==> config.mk <==
export PLATFORM = sky130hd
export DESIGN_NAME = vector_pair_scheduler_flat
export DESIGN_NICKNAME = d
export VERILOG_FILES = /design/src/rtl/vector_pair_scheduler_if.sv /design/src/rtl/vector_pair_scheduler.sv /design/src/flat_wrapper.sv
export SDC_FILE = /design/constraint.sdc
export NUM_CORES = 1
export LEC_CHECK = 0
export ABC_AREA = 1
export CAP_MARGIN = 0
export CORE_MARGIN = 1
export CORE_UTILIZATION = 51
export CTS_BUF_LIST = sky130_fd_sc_hd__clkbuf_8
export DETAILED_ROUTE_END_ITERATION = 10
export GPL_TIMING_DRIVEN = 1
export HOLD_SLACK_MARGIN = 0.1
export PLACE_DENSITY = 0.82
export SYNTH_ARGS = -nofsm -noshare
export SYNTH_HDL_FRONTEND = slang
export SYNTH_SLANG_ARGS = --single-unit
==> constraint.sdc <==
create_clock -name clk -period 2.28 [get_ports clk]
set_input_delay 0.342 -clock clk [delete_from_list [all_inputs] [get_ports clk]]
set_output_delay 0.342 -clock clk [all_outputs]
set_load 0.005 [all_outputs]
==> src/rtl/vector_pair_scheduler_if.sv <==
// rtl/vector_pair_scheduler_if.sv - RAM read port and paired-vector output handshake
interface vector_pair_scheduler_if #(
    parameter int ELEMENT_WIDTH    = 24,
    parameter int ADDR_WIDTH       = 17,
    parameter int VECTOR_DIMENSION = 3
);
    logic [ADDR_WIDTH-1:0]    ram_addr;
    logic                     ram_en;
    logic [ELEMENT_WIDTH-1:0] ram_data;
    logic [ELEMENT_WIDTH-1:0] vec_a [0:VECTOR_DIMENSION-1];
    logic [ELEMENT_WIDTH-1:0] vec_b [0:VECTOR_DIMENSION-1];
    logic                     out_valid;
    logic                     out_ready;

    modport master (
        output ram_addr, ram_en, vec_a, vec_b, out_valid,
        input  ram_data, out_ready
    );

    modport slave (
        input  ram_addr, ram_en, vec_a, vec_b, out_valid,
        output ram_data, out_ready
    );
endinterface

==> src/rtl/vector_pair_scheduler.sv <==
// rtl/vector_pair_scheduler.sv - fetches A then B vectors from one RAM and presents them as a pair
module vector_pair_scheduler #(
    parameter int ELEMENT_WIDTH    = 24,
    parameter int ADDR_WIDTH       = 17,
    parameter int VECTOR_DIMENSION = 3
) (
    input  logic                     clk,
    input  logic                     reset,
    input  logic                     start,
    input  logic [ADDR_WIDTH-1:0]    base_a,
    input  logic [ADDR_WIDTH-1:0]    base_b,
    input  logic [ELEMENT_WIDTH-1:0] pair_count,
    vector_pair_scheduler_if.master  bus,
    output logic                     busy,
    output logic [ELEMENT_WIDTH-1:0] pairs_done,
    output logic                     done
);
    localparam int KW = (VECTOR_DIMENSION > 1) ? $clog2(VECTOR_DIMENSION) : 1;
    localparam logic [KW-1:0] K_LAST = KW'(VECTOR_DIMENSION - 1);

    typedef enum logic [2:0] {IDLE, FETCH_A, FETCH_B, DRAIN, PRESENT, FINISH} state_t;

    state_t                   state_q, state_d;
    logic [ADDR_WIDTH-1:0]    a_ptr_q, a_ptr_d, b_ptr_q, b_ptr_d;
    logic [ADDR_WIDTH-1:0]    last_addr_q, last_addr_d;
    logic [KW-1:0]            k_q, k_d;
    logic [ELEMENT_WIDTH-1:0] count_q, count_d, pairs_done_q, pairs_done_d;
    logic                     out_valid_q, out_valid_d;
    logic                     cap_valid_q, cap_valid_d, cap_b_q, cap_b_d;
    logic [KW-1:0]            cap_idx_q, cap_idx_d;
    logic [ELEMENT_WIDTH-1:0] vec_a_q [0:VECTOR_DIMENSION-1];
    logic [ELEMENT_WIDTH-1:0] vec_b_q [0:VECTOR_DIMENSION-1];
    logic                     ram_en;
    logic [ADDR_WIDTH-1:0]    ram_addr;

    always_comb begin
        state_d      = state_q;
        a_ptr_d      = a_ptr_q;
        b_ptr_d      = b_ptr_q;
        last_addr_d  = last_addr_q;
        k_d          = k_q;
        count_d      = count_q;
        pairs_done_d = pairs_done_q;
        out_valid_d  = out_valid_q;
        cap_valid_d  = 1'b0;
        cap_b_d      = 1'b0;
        cap_idx_d    = k_q;
        ram_en       = 1'b0;
        ram_addr     = last_addr_q;
        unique case (state_q)
            IDLE: begin
                if (start) begin
                    a_ptr_d      = base_a;
                    b_ptr_d      = base_b;
                    count_d      = pair_count;
                    pairs_done_d = '0;
                    k_d          = '0;
                    state_d      = (pair_count == '0) ? FINISH : FETCH_A;
                end
            end
            FETCH_A: begin
                ram_en      = 1'b1;
                ram_addr    = a_ptr_q;
                last_addr_d = a_ptr_q;
                a_ptr_d     = a_ptr_q + ADDR_WIDTH'(1);
                cap_valid_d = 1'b1;
                if (k_q == K_LAST) begin
                    k_d     = '0;
                    state_d = FETCH_B;
                end else begin
                    k_d = k_q + KW'(1);
                end
            end
            FETCH_B: begin
                ram_en      = 1'b1;
                ram_addr    = b_ptr_q;
                last_addr_d = b_ptr_q;
                b_ptr_d     = b_ptr_q + ADDR_WIDTH'(1);
                cap_valid_d = 1'b1;
                cap_b_d     = 1'b1;
                if (k_q == K_LAST) begin
                    k_d     = '0;
                    state_d = DRAIN;
                end else begin
                    k_d = k_q + KW'(1);
                end
            end
            DRAIN: begin
                out_valid_d = 1'b1;
                state_d     = PRESENT;
            end
            PRESENT: begin
                if (bus.out_ready) begin
                    out_valid_d  = 1'b0;
                    pairs_done_d = pairs_done_q + ELEMENT_WIDTH'(1);
                    state_d = (pairs_done_q + ELEMENT_WIDTH'(1) == count_q) ? FINISH : FETCH_A;
                end
            end
            FINISH:  state_d = IDLE;
            default: state_d = IDLE;
        endcase
    end

    // Read data lands one cycle after its address, so slot selection trails the fetch by one cycle.
    always_ff @(posedge clk) begin
        if (reset) begin
            state_q      <= IDLE;
            a_ptr_q      <= '0;
            b_ptr_q      <= '0;
            last_addr_q  <= '0;
            k_q          <= '0;
            count_q      <= '0;
            pairs_done_q <= '0;
            out_valid_q  <= 1'b0;
            cap_valid_q  <= 1'b0;
            cap_b_q      <= 1'b0;
            cap_idx_q    <= '0;
            for (int i = 0; i < VECTOR_DIMENSION; i++) begin
                vec_a_q[i] <= '0;
                vec_b_q[i] <= '0;
            end
        end else begin
            state_q      <= state_d;
            a_ptr_q      <= a_ptr_d;
            b_ptr_q      <= b_ptr_d;
            last_addr_q  <= last_addr_d;
            k_q          <= k_d;
            count_q      <= count_d;
            pairs_done_q <= pairs_done_d;
            out_valid_q  <= out_valid_d;
            cap_valid_q  <= cap_valid_d;
            cap_b_q      <= cap_b_d;
            cap_idx_q    <= cap_idx_d;
            if (cap_valid_q) begin
                if (cap_b_q) vec_b_q[cap_idx_q] <= bus.ram_data;
                else         vec_a_q[cap_idx_q] <= bus.ram_data;
            end
        end
    end

    assign bus.ram_en    = ram_en;
    assign bus.ram_addr  = ram_addr;
    assign bus.vec_a     = vec_a_q;
    assign bus.vec_b     = vec_b_q;
    assign bus.out_valid = out_valid_q;
    assign busy          = (state_q != IDLE);
    assign done          = (state_q == FINISH);
    assign pairs_done    = pairs_done_q;
endmodule

==> src/flat_wrapper.sv <==
// flat-port wrapper written by rule: the top's interface ports become plain ports
module vector_pair_scheduler_flat 
#(
    parameter int ELEMENT_WIDTH    = 24,
    parameter int ADDR_WIDTH       = 17,
    parameter int VECTOR_DIMENSION = 3
)
  (clk, reset, start, base_a, base_b, pair_count, busy, pairs_done, done, bus_ram_addr, bus_ram_en, bus_vec_a, bus_vec_b, bus_out_valid, bus_ram_data, bus_out_ready);
  vector_pair_scheduler_if #(.ELEMENT_WIDTH(ELEMENT_WIDTH), .ADDR_WIDTH(ADDR_WIDTH), .VECTOR_DIMENSION(VECTOR_DIMENSION)) bus_i ();
  input  logic clk;
  input  logic reset;
  input  logic start;
  input  logic [ADDR_WIDTH-1:0] base_a;
  input  logic [ADDR_WIDTH-1:0] base_b;
  input  logic [ELEMENT_WIDTH-1:0] pair_count;
  output logic busy;
  output logic [ELEMENT_WIDTH-1:0] pairs_done;
  output logic done;
  output wire logic [$bits(bus_i.ram_addr)-1:0] bus_ram_addr;
  output wire logic [$bits(bus_i.ram_en)-1:0] bus_ram_en;
  output wire logic [$bits(bus_i.vec_a)-1:0] bus_vec_a;
  output wire logic [$bits(bus_i.vec_b)-1:0] bus_vec_b;
  output wire logic [$bits(bus_i.out_valid)-1:0] bus_out_valid;
  input wire logic [$bits(bus_i.ram_data)-1:0] bus_ram_data;
  input wire logic [$bits(bus_i.out_ready)-1:0] bus_out_ready;
  assign bus_ram_addr = bus_i.ram_addr;
  assign bus_ram_en = bus_i.ram_en;
  assign bus_vec_a = {>>{bus_i.vec_a}};
  assign bus_vec_b = {>>{bus_i.vec_b}};
  assign bus_out_valid = bus_i.out_valid;
  assign bus_i.ram_data = bus_ram_data;
  assign bus_i.out_ready = bus_out_ready;
  vector_pair_scheduler #(.ELEMENT_WIDTH(ELEMENT_WIDTH), .ADDR_WIDTH(ADDR_WIDTH), .VECTOR_DIMENSION(VECTOR_DIMENSION)) u_core (.clk(clk), .reset(reset), .start(start), .base_a(base_a), .base_b(base_b), .pair_count(pair_count), .bus(bus_i), .busy(busy), .pairs_done(pairs_done), .done(done));
endmodule
==> results of run 1 <==
## synth_stat cells (2+ instances only)
cell and count:
xnor2_1 4, nand2_1 251, nand3_1 104, ha_1 3
nor4_1 6, nand2_2 7, o211ai_1 13, nor2_2 5
o21ai_1 4, a211oi_1 3, dfxtp_1 253, nor3_4 2
xor2_1 3, nand3_2 2, a21oi_1 56, nor3_1 20
nand4_1 8, xnor3_1 3, clkbuf_1 57, or2_2 2
buf_2 4, a31oi_1 30, o21ai_0 201, nand3b_1 2
nor2_1 369, inv_1 123, o221ai_1 6, inv_2 5
nor2_4 5, buf_1 14
## per-layer routing
layer / GRT usage, % / up-vias / share of wire (%)
li1: - / 5775 / -
met1: 39.9 / 5504 / 42
met2: 51.9 / 587 / 47
met3: 5.81 / 85 / 8.6
met4: 11.3 / 0 / 2.9
met5: 0 / - / 0
## state kept, by name, indices dropped and copies added, names as in the netlist
register,cells
u_core.bus.vec_a,72
u_core.bus.vec_b,72
u_core.bus.out_valid,1
u_core.cap_idx_q,2
u_core.cap_b_q,1
u_core.pairs_done,24
u_core.state_q,3
u_core.a_ptr_q,17
u_core.b_ptr_q,17
u_core.last_addr_q,17
u_core.cap_idx_d,2
u_core.cap_valid_q,1
u_core.count_q,24
## what timing repair did
item	CTS	global route
pin swaps	4	8
cloned	2	1
resized for setup	76	55
setup buffers	8	3
hold buffers	0	0
endpoints found under the setup margin	19	23
## worst max-delay path, stage by stage, from the launching register on
cell	delay, ns
dfxtp_4	0.39
inv_4	0.05
nor3_4	0.19
inv_2	0.09
nand2_4	0.08
inv_4	0.06
clkbuf_16	0.17
nand2_2	0.07
nand3_1	0.09
clkbuf_2	0.13
## how the worst max path moves through the flow
stage | endpoint | cells after the start
final | bus_ram_addr[10] | 9
after global routing | u_core.state_q[2]$_SDFFE_PP0P_ | 17
after CTS | bus_ram_addr[8] | 9
after detailed placement | bus_ram_addr[15] | 8
after global placement | u_core.state_q[2]$_SDFFE_PP0P_ | 15
after floorplan | u_core.state_q[2]$_SDFFE_PP0P_ | 17
## cell type report
class	count	area (sq um)	share of cell area, %
clock buffer	51	702	4.59
clock inverter	25	106	0.696
inverter	129	494	3.23
multi-input combinational	1122	5360	35.1
sequential	253	5080	33.2
tap	275	344	2.25
timing repair buffer	324	3190	20.9
## metrics by stage
stage                     instances  utilization [%]
final                          2179             72.5
after global routing           2179             72.5
after CTS                      2175             71.9
after detailed placement       2089             67.1
after global placement         2089             67.1
after floorplan                1579                -
## kinds of logic after synthesis
group           Yosys count  synth area share [%]
compound gates          323                  15.9
xor+xnor                 10                  1.17
fa+ha+maj                 3                 0.340
flops                   253                  45.9
simple gates            786                  29.6
buf+inv                 204                  6.99
## power by group through the flow
stage	registers [W]	logic, W	clock network, W
final	0.00570	0.00441	0.00389
after global routing	0.00577	0.00482	0.00415
after CTS	0.00565	0.00417	0.00392
after detailed placement	0.00572	0.00389	0
after global placement	0.00570	0.00380	0
after floorplan	0.00562	0.00217	0
==> reports/metrics.cfg, run 1 <==
[outcome]
status=finished clean

[cts]
cts_buffers=43
cts.reportedPaths.clkPinSlew_ns=0.06
clock_sink_count=253
tritoncts=built
cts.htree.levels=2
cts_root_buf=clkbuf_8
cts_max_path_buffers=3
clk_latency_ns=0.54

[hold_path]
min_to=u_core.count_q[2]$_SDFFE_PP0P_
hold_class=in -> reg
min_from=reset
holdPathStages=5

[sta]
min_period_over_period_pct=96.3
grt_setup_unrepaired=true
finalHoldViolCount=0
fin_ws_ns=0.0839
finalSetupViolations=0
fin_skew_ns=0.0101
whs_ns=0.354
setup-tns-final_ns=0
slew_headroom_pct=31.1
worstMarginPinSlew_ns=1.03
post-route-min-period_ns=2.20
fmax_mhz=455
drv_slew=0

[grt]
antenna_found_initial=0
grt_pass1_vias=10900
grt_overflow=0
grt_pass1_wl_um=55100
grt_max_degree=100
grt.total_usage_pct=31.1

[synthesis]
synthFlopType=dfxtp_1
synthesis.area_sq_um=11000
ys_seq_elements=253
syn_inst=1579
synth_edf_count=0
ys_seq_area_share_pct=45.9
synthArstFlopShare_pct=0
yosysWarnings=0
synth_area_per_cell_sq_um=6.98
syn_nets=1668
ys_types=44
ys_top_cells_by_area=dfxtp_1 46%, nor2_1 13%, o21ai_0 9.1%
yosysTopAreaCellShare_pct=45.9
yosys.area.top_type=dfxtp_1

[detailed_routing]
vias=12000
dr.pass1.iters=5
routedWlPerCell_um=16.4
viasPerCell=5.48
postRouteWirelength_um=35800
drc=0
drt-initial-drc-count=798
drtAntennaViolNets=0

[pwr]
total_leakage_power_nw=6.00
p_comb_share_pct=31.5
powerDensity_nw_per_um2=916
netSwitchingFraction_pct=34.9
seq_power_share_pct=40.7
peakVddDrop_mv=0.530
p_total_w=0.0140
intPower_w=0.00911
pwr-share-clk_pct=27.8
switchingPower_w=0.00488

[setup_path]
critPathMaxFanout=9
path_class=reg -> out
setup.worst_path.start_class=register
arrival_ns=1.85
endpoint_kind=primary output
reg2reg_slack_ns=0.10
rr_startpoint=u_core.b_ptr_q[1]$_SDFFE_PP0P_
r2r_cells=12
reg2reg_to=u_core.b_ptr_q[14]$_SDFFE_PP0P_
worstSetupStartpoint=u_core.state_q[1]$_SDFFE_PP0P_
critPathRequiredTime_ns=1.94

[die]
ios=275
start_util_pct=52.3
fp.dieH_um=149
die_w_um=149
coreArea_sq_um=21100
die_area_sq_um=22200
rows=53

[layout]
nets=1962
n_antenna_cell=0
final_common_cell=nor2_1
nFillCells=1695
syn_to_final_growth_pct=38.6
layout_common_cells=358 x nor2_1, 255 x clkdlybuf4s50_1, 247 x dfxtp_1, 235 x nand2_1, 201 x o21ai_0
final_area_sq_um=15300
drive_above_1_share_pct=10.9

[placement]
post_dp_cell_area_sq_um=14200
place_ws_ns=0.0796
gp_congestion=0.939
numPortBuffers=274
hpwl_um=23900

[flow_run]
maxCapViolations=0

No activity file was read; power rests on OpenSTA's default activity.
==> run 2, diff against run 1 <==
--- a/config.mk
+++ b/config.mk
@@ -8,12 +8,12 @@
 export ABC_AREA = 1
 export CAP_MARGIN = 0
 export CORE_MARGIN = 1
-export CORE_UTILIZATION = 51
-export CTS_BUF_LIST = sky130_fd_sc_hd__clkbuf_8
+export CORE_UTILIZATION = 50
 export DETAILED_ROUTE_END_ITERATION = 10
+export GPL_ROUTABILITY_DRIVEN = 0
 export GPL_TIMING_DRIVEN = 1
 export HOLD_SLACK_MARGIN = 0.1
-export PLACE_DENSITY = 0.82
+export PLACE_DENSITY = 0.81
 export SYNTH_ARGS = -nofsm -noshare
 export SYNTH_HDL_FRONTEND = slang
 export SYNTH_SLANG_ARGS = --single-unit
==> reports/metrics.cfg, run 2 (synthesized netlist as in run 1, its figures left out) <==
[outcome]
status=finished clean

[layout]
layout_common_cells=360 x nor2_1, 255 x clkdlybuf4s50_1, 246 x dfxtp_1, 245 x nand2_1, 201 x o21ai_0
final_common_cell=nor2_1
final_area_sq_um=15200  ; -0.40%
drive_above_1_share_pct=9.03  ; -1.9 points
n_antenna_cell=0  ; unchanged
syn_to_final_growth_pct=38.0
nFillCells=1729  ; +2.0%
nets=1940  ; -1.1%

[die]
coreArea_sq_um=21400  ; +1.3%
ios=275  ; unchanged
fp.dieH_um=151  ; +0.98%
die_w_um=151  ; +0.98%
start_util_pct=51.6  ; -0.65 points
die_area_sq_um=22700  ; +2.0%
rows=53  ; unchanged

[placement]
numPortBuffers=274  ; unchanged
hpwl_um=23300  ; -2.3%
post_dp_cell_area_sq_um=14200  ; unchanged
place_ws_ns=0.0610  ; -0.0186 ns

[cts]
cts.htree.levels=1  ; -1
tritoncts=built
cts_max_path_buffers=3  ; unchanged
clk_latency_ns=0.53  ; about the same
ctsHoldBuffers=0  ; unchanged
cts_buffers=27  ; -37%
clock_sink_count=253  ; unchanged
cts_root_buf=clkbuf_16
cts.reportedPaths.clkPinSlew_ns=0.06  ; about the same

[grt]
grt_max_degree=95  ; -5.0%
grt_pass1_wl_um=52800  ; -4.1%
antenna_found_initial=0  ; unchanged
grt.total_usage_pct=29.1  ; -2.0 points
grt_pass1_vias=10500  ; -3.3%
grt_overflow=0  ; unchanged

[setup_path]
setup.worst_path.start_class=register
r2r_cells=15  ; +3
rr_startpoint=u_core.pairs_done[0]$_SDFFE_PP0P_
worstSetupStartpoint=u_core.state_q[2]$_SDFFE_PP0P_
endpoint_kind=primary output
critPathRequiredTime_ns=1.94  ; about the same
reg2reg_slack_ns=0.10  ; about the same
path_class=reg -> out
endpoint=bus_ram_addr[11]
arrival_ns=1.85  ; about the same
critPathMaxFanout=9  ; unchanged
reg2reg_to=u_core.state_q[2]$_SDFFE_PP0P_

[detailed_routing]
postRouteWirelength_um=34200  ; -4.5%
drtAntennaViolNets=0  ; unchanged
dr.pass1.iters=6  ; +1
vias=11500  ; -3.7%
drt-initial-drc-count=822  ; +3.0%
routedWlPerCell_um=15.9  ; -3.0%
drc=0  ; unchanged
viasPerCell=5.37  ; -2.2%

[sta]
slew_headroom_pct=55.5  ; +24 points
finalHoldViolCount=0  ; unchanged
fmax_mhz=457  ; +0.38%
min_period_over_period_pct=96.0  ; -0.37 points
finalSetupViolations=0  ; unchanged
fin_skew_ns=0.0131  ; +0.00306 ns
grt_setup_unrepaired=true
drv_slew=0  ; unchanged
worstMarginPinSlew_ns=0.667  ; -0.362 ns
post-route-min-period_ns=2.19  ; -0.00837 ns
fin_ws_ns=0.0922  ; +0.00837 ns

[pwr]
netSwitchingFraction_pct=32.7  ; -2.2 points
peakVddDrop_mv=0.571  ; +7.6%
total_leakage_power_nw=5.86  ; -2.3%
intPower_w=0.00962  ; +5.6%
pwr-share-clk_pct=31.4  ; +3.6 points
p_total_w=0.0143  ; +2.1%
switchingPower_w=0.00467  ; -4.3%
seq_power_share_pct=39.7  ; -1.0 points
powerDensity_nw_per_um2=939  ; +2.6%
p_comb_share_pct=28.9  ; -2.6 points

[flow_run]
maxCapViolations=0  ; unchanged

[hold_path]
hold_class=in -> reg
min_from=reset

-- run 2: cell count changes in the layout (fill, tap and decap cells not counted), sizes merged --
cell	delta
clkbuf	-12
buf	-10
bufinv	+3
clkinv	+7
bufbuf	-1
inv	-20
-- run 2: layout make-up --
class / count / area (sq um) / area share, %
multi-input cells: 1122 / 5270 / 34.6
flip-flops and latches: 253 / 5080 / 33.4
repair buffers: 318 / 3130 / 20.6
clock buffers: 34 / 752 / 4.94
inverters: 129 / 489 / 3.21
well taps: 275 / 344 / 2.26
clock inverters: 15 / 156 / 1.03
-- run 2: per-layer routing --
metal  wire length [um]  share of wire, %  GRT usage (%)  vias to the layer above
li1                   -                 -              -                     5712
met1              14300                42           37.0                     5304
met3               3000               8.8           5.18                       46
met5                  0                 0              0                        -
met2              16400                48           50.7                      452
met4                507               1.5           7.02                        0
-- run 2: repair_timing --
item,in CTS,in global routing
setup buffers,3,3
gates resized for setup,57,41
cloned,1,1
endpoints found under the setup margin,19,22
pin swaps,1,2
-- run 2: power groups by stage --
stage,registers (W),logic (W),clock network [W]
2_1_floorplan,0.00562,0.00217,0
3_3_place_gp,0.00571,0.00378,0
3_5_place_dp,0.00573,0.00387,0
4_1_cts,0.00565,0.00400,0.00452
5_1_grt,0.00574,0.00457,0.00472
6_report,0.00567,0.00413,0.00449
-- run 2: worst min-delay path by stage --
| stage | to | depth (start not counted) |
|---|---|---|
| global placement | u_core.count_q[21]$_SDFFE_PP0P_ | 2 |
| detailed placement | u_core.cap_idx_q[1]$_SDFF_PP0_ | 2 |
| floorplan | u_core.cap_idx_q[1]$_SDFF_PP0_ | 2 |
| finish | u_core.bus.vec_a[54]$_SDFFE_PP0P_ | 4 |
| CTS | u_core.bus.vec_b[6]$_SDFFE_PP0P_ | 4 |
| global route | u_core.bus.vec_b[30]$_SDFFE_PP0P_ | 4 |
-- run 2: critical path, stage by stage (launching register included) --
cell and delay [ns]:
dfxtp_4 0.37, nor3_4 0.23, inv_2 0.09, nand2_2 0.09, inv_4 0.07, buf_12 0.15
nand2_1 0.07, nand3_1 0.11, clkbuf_2 0.13
-- run 2: per-stage QoR --
stage | hold slack [ns] | TNS, ns | util (%) | instances
after global placement | 0.446 | 0 | 66.3 | 2089
after global routing | 0.307 | -0.0710 | 71.3 | 2146
after floorplan | 0.428 | 0 | - | 1579
after CTS | 0.280 | -0.0188 | 71.1 | 2142
final | 0.291 | 0 | 71.3 | 2146
after detailed placement | 0.450 | 0 | 66.3 | 2089
